===== config.mk =====
export PLATFORM = sky130hd
export DESIGN_NAME = key_unpack_tx_flat
export DESIGN_NICKNAME = d
export VERILOG_FILES = /design/src/rtl/key_unpack_tx_pkg.sv /design/src/rtl/key_unpack_tx_if.sv /design/src/rtl/key_unpack_tx_pc1_inv.sv /design/src/rtl/key_unpack_tx.sv /design/src/flat_wrapper.sv
export SDC_FILE = /design/constraint.sdc
export NUM_CORES = 1
export LEC_CHECK = 0
export ABC_AREA = 1
export CORE_ASPECT_RATIO = 0.9
export CORE_MARGIN = 10
export CORE_UTILIZATION = 40
export DETAILED_ROUTE_END_ITERATION = 6
export PLACE_DENSITY = 0.93
export SLEW_MARGIN = 20
export SYNTH_ARGS = -nofsm -noshare
export SYNTH_HDL_FRONTEND = slang
export SYNTH_SLANG_ARGS = --single-unit

===== constraint.sdc =====
create_clock -name CLK -period 3.3 [get_ports CLK]
set_input_delay 0.33 -clock CLK [delete_from_list [all_inputs] [get_ports CLK]]
set_output_delay 0.33 -clock CLK [all_outputs]
set_load 0.02 [all_outputs]

===== src/rtl/key_unpack_tx_pkg.sv =====
// Shared DES key definitions: lane/key widths, FSM states, PC1 table and
// its forward and inverse bit maps (inverse map leaves parity bits at zero).
package key_unpack_tx_pkg;

    localparam int BYTE_W  = 8;
    localparam int KEY56_W = 56;
    localparam int KEY64_W = 64;
    localparam int N_BYTES = KEY64_W / BYTE_W;
    localparam int IDX_W   = 3;

    typedef enum logic {
        IDLE = 1'b0,
        SEND = 1'b1
    } state_t;

    // Output bit i (1 = MSB) of PC1 takes key bit PC1_TBL[i-1] (1 = MSB of K64).
    localparam int PC1_TBL [KEY56_W] = '{
        57, 49, 41, 33, 25, 17,  9,  1, 58, 50, 42, 34, 26, 18,
        10,  2, 59, 51, 43, 35, 27, 19, 11,  3, 60, 52, 44, 36,
        63, 55, 47, 39, 31, 23, 15,  7, 62, 54, 46, 38, 30, 22,
        14,  6, 61, 53, 45, 37, 29, 21, 13,  5, 28, 20, 12,  4
    };

    function automatic logic [KEY56_W-1:0] pc1_fwd(input logic [KEY64_W-1:0] k64);
        logic [KEY56_W-1:0] r;
        r = '0;
        for (int i = 0; i < KEY56_W; i++)
            r[6'(KEY56_W - 1 - i)] = k64[6'(KEY64_W - PC1_TBL[i])];
        return r;
    endfunction

    function automatic logic [KEY64_W-1:0] pc1_inv_map(input logic [KEY56_W-1:0] key);
        logic [KEY64_W-1:0] k;
        k = '0;
        for (int i = 0; i < KEY56_W; i++)
            k[6'(KEY64_W - PC1_TBL[i])] = key[6'(KEY56_W - 1 - i)];
        return k;
    endfunction

endpackage


===== src/rtl/key_unpack_tx_if.sv =====
// Key-in / byte-out handshake bundle; master is the key source and byte sink,
// slave is the unpacker.
interface key_unpack_tx_if;
    import key_unpack_tx_pkg::*;

    logic [KEY56_W-1:0] in_key;
    logic               in_valid;
    logic               in_ready;
    logic [BYTE_W-1:0]  out_data;
    logic               out_valid;
    logic               out_ready;
    logic               out_last;

    modport master (
        output in_key, in_valid, out_ready,
        input  in_ready, out_data, out_valid, out_last
    );

    modport slave (
        input  in_key, in_valid, out_ready,
        output in_ready, out_data, out_valid, out_last
    );
endinterface


===== src/rtl/key_unpack_tx_pc1_inv.sv =====
// Combinational inverse PC1: 56-bit C0||D0 back to a 64-bit DES key with
// every byte forced to odd parity via its bit 0.
module pc1_inv
    import key_unpack_tx_pkg::*;
(
    input  logic [KEY56_W-1:0] key_i,
    output logic [KEY64_W-1:0] k64_o
);

    always_comb begin
        k64_o = pc1_inv_map(key_i);
        for (int b = 0; b < N_BYTES; b++)
            k64_o[6'(b * BYTE_W)] = ~^k64_o[6'(b * BYTE_W + 1) +: 7];
    end

endmodule


===== src/rtl/key_unpack_tx.sv =====
// Unpacks one PC1-ordered key into a byte packet (raw DES bytes or 7-bit chars).
// First byte 1 cycle after key accept; bytes hold under backpressure; next key loads with the last byte.
module key_unpack_tx
    import key_unpack_tx_pkg::*;
#(
    parameter bit OUT_ASCII = 1'b1,
    parameter bit TRIM_NUL  = 1'b1
) (
    input  logic             CLK,
    input  logic             RST,
    key_unpack_tx_if.slave   bus
);

    state_t             state_q, state_d;
    logic [IDX_W-1:0]   idx_q, idx_d;
    logic [IDX_W-1:0]   last_q, last_d;
    logic [KEY64_W-1:0] k64_q, k64_d;

    logic [KEY64_W-1:0] k64_w;
    logic [3:0]         trim_len;
    logic [IDX_W-1:0]   load_last;
    logic [BYTE_W-1:0]  cur_byte;
    logic               is_last;
    logic               in_xfer;
    logic               out_xfer;
    logic               load;

    pc1_inv u_pc1_inv (
        .key_i (bus.in_key),
        .k64_o (k64_w)
    );

    // Packet length is the index of the first all-zero char of the new key.
    always_comb begin
        trim_len = 4'd8;
        for (int j = N_BYTES - 1; j >= 0; j--)
            if (k64_w[6'(KEY64_W - 1 - BYTE_W * j) -: 7] == 7'd0)
                trim_len = 4'(j);
    end

    always_comb begin
        if (!OUT_ASCII || !TRIM_NUL || trim_len == 4'd8)
            load_last = 3'd7;
        else if (trim_len == 4'd0)
            load_last = 3'd0;
        else
            load_last = 3'(trim_len - 4'd1);
    end

    assign cur_byte = k64_q[{~idx_q, 3'b111} -: BYTE_W];
    assign is_last  = (idx_q == last_q);
    assign in_xfer  = bus.in_valid && bus.in_ready;
    assign out_xfer = bus.out_valid && bus.out_ready;

    always_ff @(posedge CLK) begin
        if (RST) begin
            state_q <= IDLE;
            idx_q   <= '0;
            last_q  <= '0;
            k64_q   <= '0;
        end else begin
            state_q <= state_d;
            idx_q   <= idx_d;
            last_q  <= last_d;
            k64_q   <= k64_d;
        end
    end

    always_comb begin
        state_d = state_q;
        idx_d   = idx_q;
        last_d  = last_q;
        k64_d   = k64_q;
        load    = 1'b0;
        case (state_q)
            IDLE: begin
                if (in_xfer)
                    load = 1'b1;
            end
            SEND: begin
                if (out_xfer) begin
                    if (!is_last)
                        idx_d = idx_q + 3'd1;
                    else if (in_xfer)
                        load = 1'b1;
                    else
                        state_d = IDLE;
                end
            end
            default: state_d = IDLE;
        endcase
        if (load) begin
            state_d = SEND;
            idx_d   = '0;
            last_d  = load_last;
            k64_d   = k64_w;
        end
    end

    always_comb begin
        bus.out_valid = 1'b0;
        bus.out_data  = '0;
        bus.out_last  = 1'b0;
        bus.in_ready  = 1'b1;
        if (state_q == SEND) begin
            bus.out_valid = 1'b1;
            bus.out_data  = OUT_ASCII ? {1'b0, cur_byte[BYTE_W-1:1]} : cur_byte;
            bus.out_last  = is_last;
            bus.in_ready  = bus.out_ready && is_last;
        end
    end

endmodule


===== src/flat_wrapper.sv =====
// flat-port wrapper written by rule: the top's interface ports become plain ports
module key_unpack_tx_flat import key_unpack_tx_pkg::*;
#(
    parameter bit OUT_ASCII = 1'b1,
    parameter bit TRIM_NUL  = 1'b1
)
  (CLK, RST, bus_in_key, bus_in_valid, bus_out_ready, bus_in_ready, bus_out_data, bus_out_valid, bus_out_last);
  key_unpack_tx_if bus_i ();
  input  logic CLK;
  input  logic RST;
  input wire logic [$bits(bus_i.in_key)-1:0] bus_in_key;
  input wire logic [$bits(bus_i.in_valid)-1:0] bus_in_valid;
  input wire logic [$bits(bus_i.out_ready)-1:0] bus_out_ready;
  output wire logic [$bits(bus_i.in_ready)-1:0] bus_in_ready;
  output wire logic [$bits(bus_i.out_data)-1:0] bus_out_data;
  output wire logic [$bits(bus_i.out_valid)-1:0] bus_out_valid;
  output wire logic [$bits(bus_i.out_last)-1:0] bus_out_last;
  assign bus_i.in_key = bus_in_key;
  assign bus_i.in_valid = bus_in_valid;
  assign bus_i.out_ready = bus_out_ready;
  assign bus_in_ready = bus_i.in_ready;
  assign bus_out_data = bus_i.out_data;
  assign bus_out_valid = bus_i.out_valid;
  assign bus_out_last = bus_i.out_last;
  key_unpack_tx #(.OUT_ASCII(OUT_ASCII), .TRIM_NUL(TRIM_NUL)) u_core (.CLK(CLK), .RST(RST), .bus(bus_i));
endmodule

==> results.sh <==
export IMPL_slowest_stage="clkdlybuf4s50_1"
export IMPL_clock_power_share_pct=24.2
export IMPL_synth_top_family_by_area="simple AND/OR/NAND/NOR gates"
export IMPL_dieWidth_um=77.7
export IMPL_wirelength_um=2520
export IMPL_synth_main_ff_cell="dfxtp_1"
export IMPL_grt_usage_pct=9.11
export IMPL_fillers=289
export IMPL_grt_pass1_vias=1030
export IMPL_startpoint_type="register"
export IMPL_intPower_mw=0.369
export IMPL_antenna_found_initial=0
export IMPL_io_pins=71
export IMPL_min_path_type="register to register"
export IMPL_synth_top_area_share_pct=35.1
export IMPL_synth_seq_area_share_pct=35.1
export IMPL_finalCritPeriodShare_pct=79.5
export IMPL_r2r_start="u_core.idx_q[0]"
export IMPL_synthesis_area_mm2=0.00120
export IMPL_clk_pin_slew_ns=0.12
export IMPL_synth_top_cell_by_area="dfxtp_1"
export IMPL_skew_ns=0.00247
export IMPL_antennaDiodeCount=0
export IMPL_drt_initial_drc_count=37
export IMPL_status="finished clean"
export IMPL_drc=0
export IMPL_power_share_switching_pct=28.9
export IMPL_core_area_mm2=0.00282
export IMPL_cts_root_buf="clkbuf_4"
export IMPL_synth_xor_xnor_area_share_pct=1.46
export IMPL_powerDensity_mw_per_mm2=358
export IMPL_crit_fanout=35
export IMPL_clkLatencyLatePin_ns=0.30
export IMPL_rsz0062_at_grt="false"
export IMPL_initial_utilization_pct=42.6
export IMPL_cts_tree="built"
export IMPL_syn_inst=179
export IMPL_synth_cell_types=22
export IMPL_power_leakage_nw=0.655
export IMPL_critical_path_top_delay_family="buffers and inverters"
export IMPL_drt_vias_per_instance=4.51
export IMPL_cts_sinks=21
export IMPL_cts_buffer_depth=2
export IMPL_port_buffers=26
export IMPL_vias=1078
export IMPL_synth_compound_area_share_pct=16.9
export IMPL_setup_viol=0
export IMPL_crit_arrival_ns=2.29
export IMPL_yosys_register_bits=21
export IMPL_fmax_mhz=381
export IMPL_period_minus_slack_ns=2.62
export IMPL_hold_viol=0
export IMPL_htreeDepth=1
export IMPL_power_share_combinational_pct=21.0
export IMPL_slew_viol_final=0
export IMPL_die_h_um=71.9
export IMPL_drive_gt1_share_pct=8.54
export IMPL_grt_max_degree=36
export IMPL_dpl_instance_area_mm2=0.00142
export IMPL_seq_power_share_pct=54.9
export IMPL_nets=261
export IMPL_multi_input_area_um2=591
export IMPL_ir_worst_vdd_uv=171
export IMPL_dieArea_mm2=0.00559
export IMPL_num_rows=18
export IMPL_ys_top_cells_by_area="dfxtp_1, nor2_1, nand2_1"
export IMPL_finalInstanceArea_mm2=0.00145
export IMPL_dr_pass1_iters=4
export IMPL_worstPathCellList="nand2_1, o21ai_2, nand3_2, nand2_4, clkdlybuf4s50_1"
export IMPL_yosys_area_share_simple_pct=28.6
export IMPL_setup_tns_ns=0
export IMPL_hold_buffers=0
export IMPL_cts_made_buffers=3
export IMPL_required_ns=2.97
export IMPL_cp_end_kind="output port"
export IMPL_syn_to_final_growth_pct=21.0
export IMPL_ff_latch_area_um2=420
export IMPL_p_switching_mw=0.150
export IMPL_synth_common_cells="nor2_1, nand2_1, inv_1"
export IMPL_synthAdderAreaFrac_pct=1.04
export IMPL_place_congestion=0.729
export IMPL_synthMuxAreaShare_pct=0
export IMPL_async_flop_share_pct=0
export IMPL_syn_avg_cell_area_um2=6.70
export IMPL_yosysMostFrequentCell="nor2_1"
export IMPL_cts_resized=0
export IMPL_slowest_delay_ns=0.69
export IMPL_postCtsSetupBuffers=0
export IMPL_dp_hpwl_um=1900
export IMPL_wire_per_inst_um=10.5
export IMPL_max_cap_viol_count=0
export IMPL_grt_remaining_overflow=0
export IMPL_cp_buffers_inverters=1
export IMPL_ant_nets=0
export IMPL_grt_pass1_wl_um=4320
export IMPL_min_delay_start="u_core.k64_q[20]"
export IMPL_synth_edf_count=0
export IMPL_startpoint="u_core.idx_q[0]"
export IMPL_ys_warn_count=0
export IMPL_path_class="register to output port"
-- through the flow --
step	utilization (%)	power [mW]	setup slack, ns	hold slack [ns]	cells
floorplan	-	0.370	1.84	0.399	182
global placement	50.5	0.396	1.03	0.456	235
detailed placement	50.5	0.400	1.03	0.471	235
CTS	51.5	0.525	0.668	0.500	239
global route	51.5	0.549	0.508	0.533	239
finish	51.5	0.519	0.678	0.494	239
-- worst reg2reg max path, delay by kind of cell, from the launching register on --
| kind | cells | cell delay [ns] |
|---|---|---|
| AO/OA/AOI/OAI | 1 | 0.10 |
| flip-flops | 1 | 0.64 |
| AND/OR/NAND/NOR | 6 | 0.84 |
-- kinds of logic (layout without fill, tap and decap cells) --
group / count (synthesis) / in the layout
other: 1 / 4
adder cells (fa/ha/maj): 1 / 1
flip-flops: 21 / 21
AO/OA/AOI/OAI: 33 / 33
XOR/XNOR: 2 / 2
AND/OR/NAND/NOR: 82 / 82
buffers and inverters: 39 / 56
-- cells in the final DEF, fill, tap and decap left out, drive strengths merged --
cell type,instances
nor2,36
nand2,28
clkdlybuf4s50,26
inv,24
a21oi,22
dfxtp,21
nand3,18
o21ai,11
conb,4
clkbuf,3
clkinv,2
xnor2,1
xor2,1
ha,1
buf,1
-- worst paths after layout --
| check | end | slack [ns] | cells past startpoint |
|---|---|---|---|
| worst max-delay path | bus_in_ready | 0.68 | 5 |
| worst min-delay path | u_core.k64_q[20] | 0.49 | 2 |
| worst max register to register | u_core.idx_q[1] | 1.62 | 7 |
| worst min register to register | u_core.k64_q[20] | 0.49 | 2 |
-- flip-flops by register name, summed over array words and instances (netlist names) --
| name | count |
|---|---|
| u_core.k64_q | 16 |
| u_core.idx_q | 3 |
| u_core.last_q | 1 |
| u_core.state_q | 1 |
-- routing by layer --
metal	up-vias	wire (um)	GRT usage [%]	part of all wire, %
li1	588	-	-	-
met1	467	1170	10.6	46
met2	21	1200	15.7	48
met3	2	122	2.59	4.9
met4	0	20	3.04	0.80
met5	-	0	0	0
-- final cells by class --
| cell class | count | share of cell area, % |
|---|---|---|
| clock buffers | 3 | 1.55 |
| inverters | 25 | 6.47 |
| well taps | 40 | 3.45 |
| repair buffers | 27 | 18.5 |
| clock inverters | 1 | 0.345 |
| flip-flops and latches | 21 | 29.0 |
| multi-input cells | 122 | 40.7 |
-- power groups by stage --
stage / logic, mW / registers, mW / clock network [mW]
floorplan: 0.0816 / 0.288 / 0
global placement: 0.106 / 0.289 / 0
detailed placement: 0.109 / 0.291 / 0
CTS: 0.110 / 0.285 / 0.130
global route: 0.124 / 0.287 / 0.137
finish: 0.109 / 0.285 / 0.125
Note: power is estimated with default switching activity, not from simulation.
